--- config.mk ---
export PLATFORM = sky130hd
export DESIGN_NAME = reset_conditioner
export DESIGN_NICKNAME = d
export VERILOG_FILES = /design/src/rtl/reset_conditioner_pkg.sv /design/src/rtl/button_debouncer.sv /design/src/rtl/reset_conditioner.sv
export SDC_FILE = /design/constraint.sdc
export NUM_CORES = 1
export LEC_CHECK = 0
export CAP_MARGIN = 30
export CORE_MARGIN = 2
export CORE_UTILIZATION = 55
export DETAILED_ROUTE_END_ITERATION = 12
export PLACE_DENSITY = 0.76
export RECOVER_POWER = 25
export SLEW_MARGIN = 20
export SYNTH_ARGS = -nofsm -noshare
export SYNTH_HDL_FRONTEND = slang
export SYNTH_SLANG_ARGS = --single-unit
--- constraint.sdc ---
create_clock -name clk -period 1.7 [get_ports clk]
set_input_delay 0.34 -clock clk [delete_from_list [all_inputs] [get_ports clk]]
set_output_delay 0.34 -clock clk [all_outputs]
set_load 0.02 [all_outputs]
--- src/rtl/reset_conditioner_pkg.sv ---
// Shared reset-conditioner types: FSM state encodings, reset cause codes, sizing helper.
// Pure declarations; no latency or backpressure.
package reset_conditioner_pkg;

  typedef enum logic [1:0] {
    ASSERT   = 2'b00,
    HOLD     = 2'b01,
    RUN      = 2'b10,
    BTN_WAIT = 2'b11
  } rst_state_t;

  typedef enum logic [1:0] {
    CAUSE_POR = 2'b00,
    CAUSE_BTN = 2'b01,
    CAUSE_SW  = 2'b10
  } rst_cause_t;

  function automatic int max_int(input int a, input int b);
    return (a > b) ? a : b;
  endfunction

endpackage

--- src/rtl/button_debouncer.sv ---
// Pushbutton debouncer: 2-flop sync, then the level flips after DEBOUNCE_CYCLES equal samples.
// Latency 2 + DEBOUNCE_CYCLES edges from a clean pin change; no backpressure.
module button_debouncer #(
  parameter int DEBOUNCE_CYCLES = 16,
  parameter int CNT_W           = 5
) (
  input  logic clk,
  input  logic async_reset_n,
  input  logic btn_reset_n,
  output logic btn_pressed
);

  logic [1:0]       btn_sync;
  logic             level_q;
  logic [CNT_W-1:0] stable_cnt;

  // The count only runs while the sample differs from the accepted level, so
  // any sample matching the old level restarts the stability window.
  always_ff @(posedge clk or negedge async_reset_n) begin
    if (!async_reset_n) begin
      btn_sync   <= 2'b11;
      level_q    <= 1'b1;
      stable_cnt <= '0;
    end else begin
      btn_sync <= {btn_sync[0], btn_reset_n};
      if (btn_sync[1] == level_q) begin
        stable_cnt <= '0;
      end else if (stable_cnt == CNT_W'(DEBOUNCE_CYCLES - 1)) begin
        level_q    <= btn_sync[1];
        stable_cnt <= '0;
      end else begin
        stable_cnt <= stable_cnt + CNT_W'(1);
      end
    end
  end

  assign btn_pressed = ~level_q;

endmodule

--- src/rtl/reset_conditioner.sv ---
// Conditioned system reset: immediate assert, synchronised + stretched release (SYNC_STAGES+1+HOLD_CYCLES edges).
// No backpressure; button/software causes are accepted only while running.
module reset_conditioner
  import reset_conditioner_pkg::*;
#(
  parameter int SYNC_STAGES     = 2,
  parameter int DEBOUNCE_CYCLES = 16,
  parameter int HOLD_CYCLES     = 32
) (
  input  logic       clk,
  input  logic       async_reset_n,
  input  logic       btn_reset_n,
  input  logic       sw_reset_req,
  output logic       async_reset,
  output logic       async_reset_out_n,
  output logic [1:0] reset_cause,
  output logic       ready
);

  localparam int CNT_W = $clog2(max_int(HOLD_CYCLES, DEBOUNCE_CYCLES) + 1);

  logic [SYNC_STAGES-1:0] rel_sync;
  logic                   btn_pressed;
  rst_state_t             state_q, state_nxt;
  rst_cause_t             cause_q, cause_nxt;
  logic [CNT_W-1:0]       hold_cnt, hold_nxt;

  button_debouncer #(
    .DEBOUNCE_CYCLES (DEBOUNCE_CYCLES),
    .CNT_W           (CNT_W)
  ) u_debouncer (
    .clk           (clk),
    .async_reset_n (async_reset_n),
    .btn_reset_n   (btn_reset_n),
    .btn_pressed   (btn_pressed)
  );

  // Release synchroniser: a constant 1 ripples in once the board reset lifts.
  always_ff @(posedge clk or negedge async_reset_n) begin
    if (!async_reset_n) begin
      rel_sync <= '0;
    end else begin
      rel_sync <= {rel_sync[SYNC_STAGES-2:0], 1'b1};
    end
  end

  always_comb begin
    state_nxt = state_q;
    cause_nxt = cause_q;
    hold_nxt  = hold_cnt;
    case (state_q)
      ASSERT: begin
        if (rel_sync[SYNC_STAGES-1]) begin
          state_nxt = HOLD;
          hold_nxt  = '0;
        end
      end
      HOLD: begin
        if (hold_cnt == CNT_W'(HOLD_CYCLES - 1)) begin
          state_nxt = RUN;
        end else begin
          hold_nxt = hold_cnt + CNT_W'(1);
        end
      end
      RUN: begin
        // Button has priority over a coincident software request.
        if (btn_pressed) begin
          state_nxt = BTN_WAIT;
          cause_nxt = CAUSE_BTN;
        end else if (sw_reset_req) begin
          state_nxt = HOLD;
          hold_nxt  = '0;
          cause_nxt = CAUSE_SW;
        end
      end
      BTN_WAIT: begin
        if (!btn_pressed) begin
          state_nxt = HOLD;
          hold_nxt  = '0;
        end
      end
      default: begin
        state_nxt = ASSERT;
      end
    endcase
  end

  // Outputs are registered from the next state so they flip on the same edge
  // as the state transition, with no combinational path to the reset net.
  always_ff @(posedge clk or negedge async_reset_n) begin
    if (!async_reset_n) begin
      state_q           <= ASSERT;
      cause_q           <= CAUSE_POR;
      hold_cnt          <= '0;
      async_reset       <= 1'b1;
      async_reset_out_n <= 1'b0;
      ready             <= 1'b0;
    end else begin
      state_q           <= state_nxt;
      cause_q           <= cause_nxt;
      hold_cnt          <= hold_nxt;
      async_reset       <= (state_nxt != RUN);
      async_reset_out_n <= (state_nxt == RUN);
      ready             <= (state_nxt == RUN);
    end
  end

  assign reset_cause = cause_q;

endmodule

* Word-level counts from Yosys, hierarchy flattened
Cells that the tools add are included.
** Cells by class
- Add/subtract/negate cells :: 2
- Equality and inequality tests :: 14
- Multiplexer cells :: 16
- Bitwise gates (word level) :: 1
- Reduce and logical (&&, ||, !) cells :: 4
** Operators with widths (count)
- $mux 6 :: 7
- $pmux 6 s4 :: 1
- $mux 2 :: 7
- $add 6x1->6 const B :: 2
- $ne 2x2->1 const B :: 5
- $pmux 2 s4 :: 1
- $eq 2x2->1 const B :: 3
- $eq 6x4->1 const B :: 1
- $eq 6x5->1 const B :: 1
- $reduce_and 5->1 :: 1
- $ne 2x1->1 const B :: 2
- $reduce_and 2->1 :: 2
- $eq 2x1->1 const B :: 1
- $logic_not 2->1 :: 1
- $eq 1x1->1 :: 1
- $not 1->1 :: 1
** Storage, ports and cells
- Flip-flop bits (word level) :: 23
- Output and inout bits :: 5
- Logic and storage cells :: 46

* Depth between registers and ports, before layout
- Word-level depth :: 4
- Depth in mapped cells :: 4
- Gate-level depth less buffers :: 4

* By module
From an unflattened synthesis, not the netlist that was laid out.
** Second synthesis, totals
- Cells, all modules :: 93
- Area, all modules :: 1054.8 um^2
** By module, submodules not included
- reset_conditioner :: instances 1, cells each 63, area an instance 685.7 um^2, sequential area each 351.6 um^2
- button_debouncer :: instances 1, cells each 30, area an instance 369.1 um^2, sequential area each 229.0 um^2

* Worst setup path before layout
Ideal clock, no wire load.
- Path kind :: register to register
- From :: reg hold_cnt[0]
- To :: reg hold_cnt[5]
- Setup time :: 0.080 ns
- Data arrival time :: 1.249 ns
- Data required time :: 1.620 ns
- Slack :: 0.371 ns
- Cell stages (with the launch flop) :: 4
- Path buffers :: 0
- Cell sequence :: dfrtp_1 ha_1 or4_4 o211ai_2
** Between the ends
- Longest elaborated chain between the ends :: 3
- Elaborated cells between the ends (all ways) :: 6
- Classes of those cells :: add/sub: 1; eq/ne: 2; mux: 2; reduce/logical: 1
** RTL lines
- start: declaration :: RTL line reset_conditioner.sv:26 : logic [CNT_W-1:0] hold_cnt, hold_nxt;
- start signal: assignment :: RTL line reset_conditioner.sv:101 : hold_cnt <= hold_nxt;
- $add 6x1->6 / $eq 6x5->1 (equally long branches) :: RTL line reset_conditioner.sv:62, reset_conditioner.sv:59
- $mux 6 / $ne 2x2->1 (equally long branches)
- $pmux 6 s4 / $reduce_and 5->1 (equally long branches)
Several ways; a longest one is shown, not always the timed one. The select of a mux whose other input is x is not followed.
A chain may end at the register's enable or synchronous reset.

* Final worst setup path
- From :: reg cause_q[1], in the netlist reset_cause[1]
- To :: out reset_cause[1]
** RTL lines
- start: declaration :: RTL line reset_conditioner.sv:25 : rst_cause_t cause_q, cause_nxt;
- start signal: assignment :: RTL line reset_conditioner.sv:100 : cause_q <= cause_nxt;
- end: declaration :: RTL line reset_conditioner.sv:16 : output logic [1:0] reset_cause,
No word-level cell between the ends.

==> results.yml <==
sta:
  rsz0062_at_grt: "no"
  drv_slew: 0
  slew_headroom: 0.227
  post-route-min-period_ns: 1.61
  setup-violations-final: 0
  worstMarginPinSlew_ns: 1.16
  whs_ns: 0.363
  fmax_mhz: 619
  clock_skew_ns: 0.00363
  setup_slack_ns: 0.0852
  hold_violations: 0
  finalCritPeriodShare: 0.950
  setup_tns_ns: 0
synthesis:
  syn_area_per_cell_um2: 11.0
  synth_top_family_by_area: "simple AND/OR/NAND/NOR gates"
  synth_xor_area_frac: 0.0414
  synth_ff_type: "dfrtp_1"
  synthMuxAreaShare: 0.0107
  synth_fp_nets: 102
  syn_inst: 96
  synth-compound-area-share: 0.166
  async_flop_share: 1.00
  synth_fa_ha_area_frac: 0.0237
  syn_area_um2: 1060
  synth-edff-count: 0
  synth.distinct_cells: 38
  synthSimpleGateAreaFrac: 0.178
  ys_seq_elements: 23
  yosysWarnings: 0
  ys_seq_area_frac: 0.549
cells_and_area:
  antenna_cells: 0
  fin_nets: 114
  fin_util: 0.672
  fillers: 163
  syn_to_final_growth_pct: 12.2
  drive_above_1_share: 0.150
grt:
  antenna_found_initial: 0
  grt_overflow: 0
  track_usage: 0.189
  grt_first_pass_wirelength_um: 2900
  first_global_vias: 685
  grt_max_degree: 24
floorplan:
  die_w_um: 47.8
  dieArea_um2: 2290
  fp.coreArea_um2: 1760
  io_pins: 9
  start_util: 0.599
  num_rows: 15
  dieHeight_um: 47.8
setup_path:
  cpLargestDelayFamily: "buffers and inverters"
  critPathRequiredTime_ns: 1.36
  worstPathArrival_ns: 1.27
  worstSetupPathType: "flip-flop to primary output"
  critPathCaptureType: "primary output"
  crit_chain: "clkdlybuf4s50_1"
  crit_fanout: 2
  cp-start-kind: "flip-flop"
  timing.critical_path.buf_inv: 1
  slowest_delay_ns: 0.60
  crit_slowest_cell: "clkdlybuf4s50_1"
power:
  leakage_nw: 0.544
  power.density_nw_per_um2: 1020
  peakVddDrop_mv: 0.716
hold_path:
  hold_path_class: "flip-flop to flip-flop"
clocking:
  clock_path_buffers: 2
  clkTransAtPathRegs_ns: 0.11
  ctsHoldBuffers: 0
  cts_tree: "built"
  htree_levels: 1
  cts_root_buf: "clkbuf_4"
  clk_latency_ns: 0.30
  clock-sinks: 23
  cts_setup_buffers: 0
  ctsResizeCount: 1
  numCtsBuffers: 3
run:
  drv_cap: 0
route:
  drt-total-wl_um: 1790
  wl_met2_um: 837
  top_layer: "met4"
  avgRoutedWirePerCell_um: 13.6
  drc: 0
  vias: 755
  antenna_left: 0
  first_iter_violations: 21
  drt-met1-wl_um: 847
  dr.pass1.iters: 4
  viasPerCell: 5.72
  wl_met3_um: 84
placed_design:
  dp_hpwl_um: 1370
  routabilityCongestion: 0.842
  io_buffers: 8
  place_ws_ns: 0.0549
status:
  status: "finished clean"
-- worst paths after layout --
kind                       cells past startpoint  slack, ns                         startpoint                                   to
setup / recovery                               1       0.09         reset_cause[1]$_DFFE_PN0P_                       reset_cause[1]
hold / removal                                 0       0.36  u_debouncer.btn_sync[0]$_DFF_PN1_    u_debouncer.btn_sync[1]$_DFF_PN1_
setup reg to reg                               3       0.25            hold_cnt[0]$_DFFE_PN0P_              hold_cnt[5]$_DFFE_PN0P_
hold reg to reg                                0       0.36  u_debouncer.btn_sync[0]$_DFF_PN1_    u_debouncer.btn_sync[1]$_DFF_PN1_
max in group asynchronous                      2       0.31                      async_reset_n  u_debouncer.stable_cnt[4]$_DFF_PN0_
min in group asynchronous                      2       0.70                      async_reset_n              hold_cnt[1]$_DFFE_PN0P_
-- layout make-up --
class,count,area [µm²],area share
multi-input cells,67,447,0.377
flip-flops and latches,23,581,0.489
well taps,25,31.3,0.0264
inverters,4,15.0,0.0127
clock inverters,1,5.00,0.00422
repair buffers,9,85.1,0.0717
clock buffers,3,22.5,0.0190
-- worst reg2reg max path, delay by kind of cell, from the launching register on --
| kind | cells | cell delay (ns) |
|---|---|---|
| simple gates | 1 | 0.56 |
| flops | 1 | 0.45 |
| fa+ha+maj | 1 | 0.30 |
| compound gates | 1 | 0.08 |
-- power breakdown --
part	total [mW]	internal [mW]	switching, mW	leakage, nW
logic	0.288	0.114	0.174	0.265
clock network	0.241	0.0878	0.153	0.0177
registers	0.681	0.607	0.0735	0.262
total	1.21	0.809	0.401	0.544
-- sequential cells by signal, indices dropped and copies added, names as in the netlist --
signal                  flops
async_reset                 1
hold_cnt                    6
ready                       1
rel_sync                    2
reset_cause                 2
state_q                     2
u_debouncer.btn_sync        2
u_debouncer.level_q         1
u_debouncer.stable_cnt      6
-- per-layer routing --
metal / vias to the layer above / GRT usage
met2: 20 / 0.280
met5: - / 0
li1: 365 / -
met1: 366 / 0.257
met4: 0 / 0.0865
met3: 4 / 0.0528
-- logic make-up after synthesis --
family,after synthesis
buffers and inverters,6
DFF,23
AOI/OAI and AO/OA,26
and+or+nand+nor,32
muxes,1
other,1
adders and majority gates,2
xor gates and xnor gates,5
-- synthesized netlist by cell type, types with 2 or more instances --
library cell  instances  area (µm²)
o211ai_1              4        30.0
a21o_1                2        15.0
dfstp_2               4         105
o31ai_1               2        15.0
buf_4                 2        15.0
nor2_1                7        26.3
ha_1                  2        25.0
a21oi_1               8        40.0
nand3_1               3        15.0
nand2_1               5        18.8
nor3_1                2        10.0
inv_1                 4        15.0
nand2b_1              2        12.5
o21ai_0               3        15.0
xor2_1                3        26.3
nand4_1               2        12.5
dfrtp_1              19         475
xnor2_1               2        17.5
-- metrics by stage --
step | instance area, µm² | total power, mW | instances
floorplan | 1060 | 0.887 | 96
global placement | 1160 | 0.968 | 128
detailed placement | 1160 | 0.976 | 128
CTS | 1190 | 1.22 | 132
global route | 1190 | 1.30 | 132
finish | 1190 | 1.21 | 132
-- cell usage in the layout, fill, tap and decap left out, types with 2 or more instances in the layout --
cell             count
dfstp_2              4
nand4_1              2
o31ai_1              2
o211ai_1             4
dfrtp_1             19
nor2_1               7
clkdlybuf4s50_1      5
nand2b_1             2
ha_1                 2
a21o_1               2
clkbuf_4             3
nor3_1               2
nand2_1              5
a21oi_1              8
nand3_1              3
xnor2_1              2
inv_1                4
xor2_1               3
o21ai_0              3
Power figures use the tool's default switching activity.
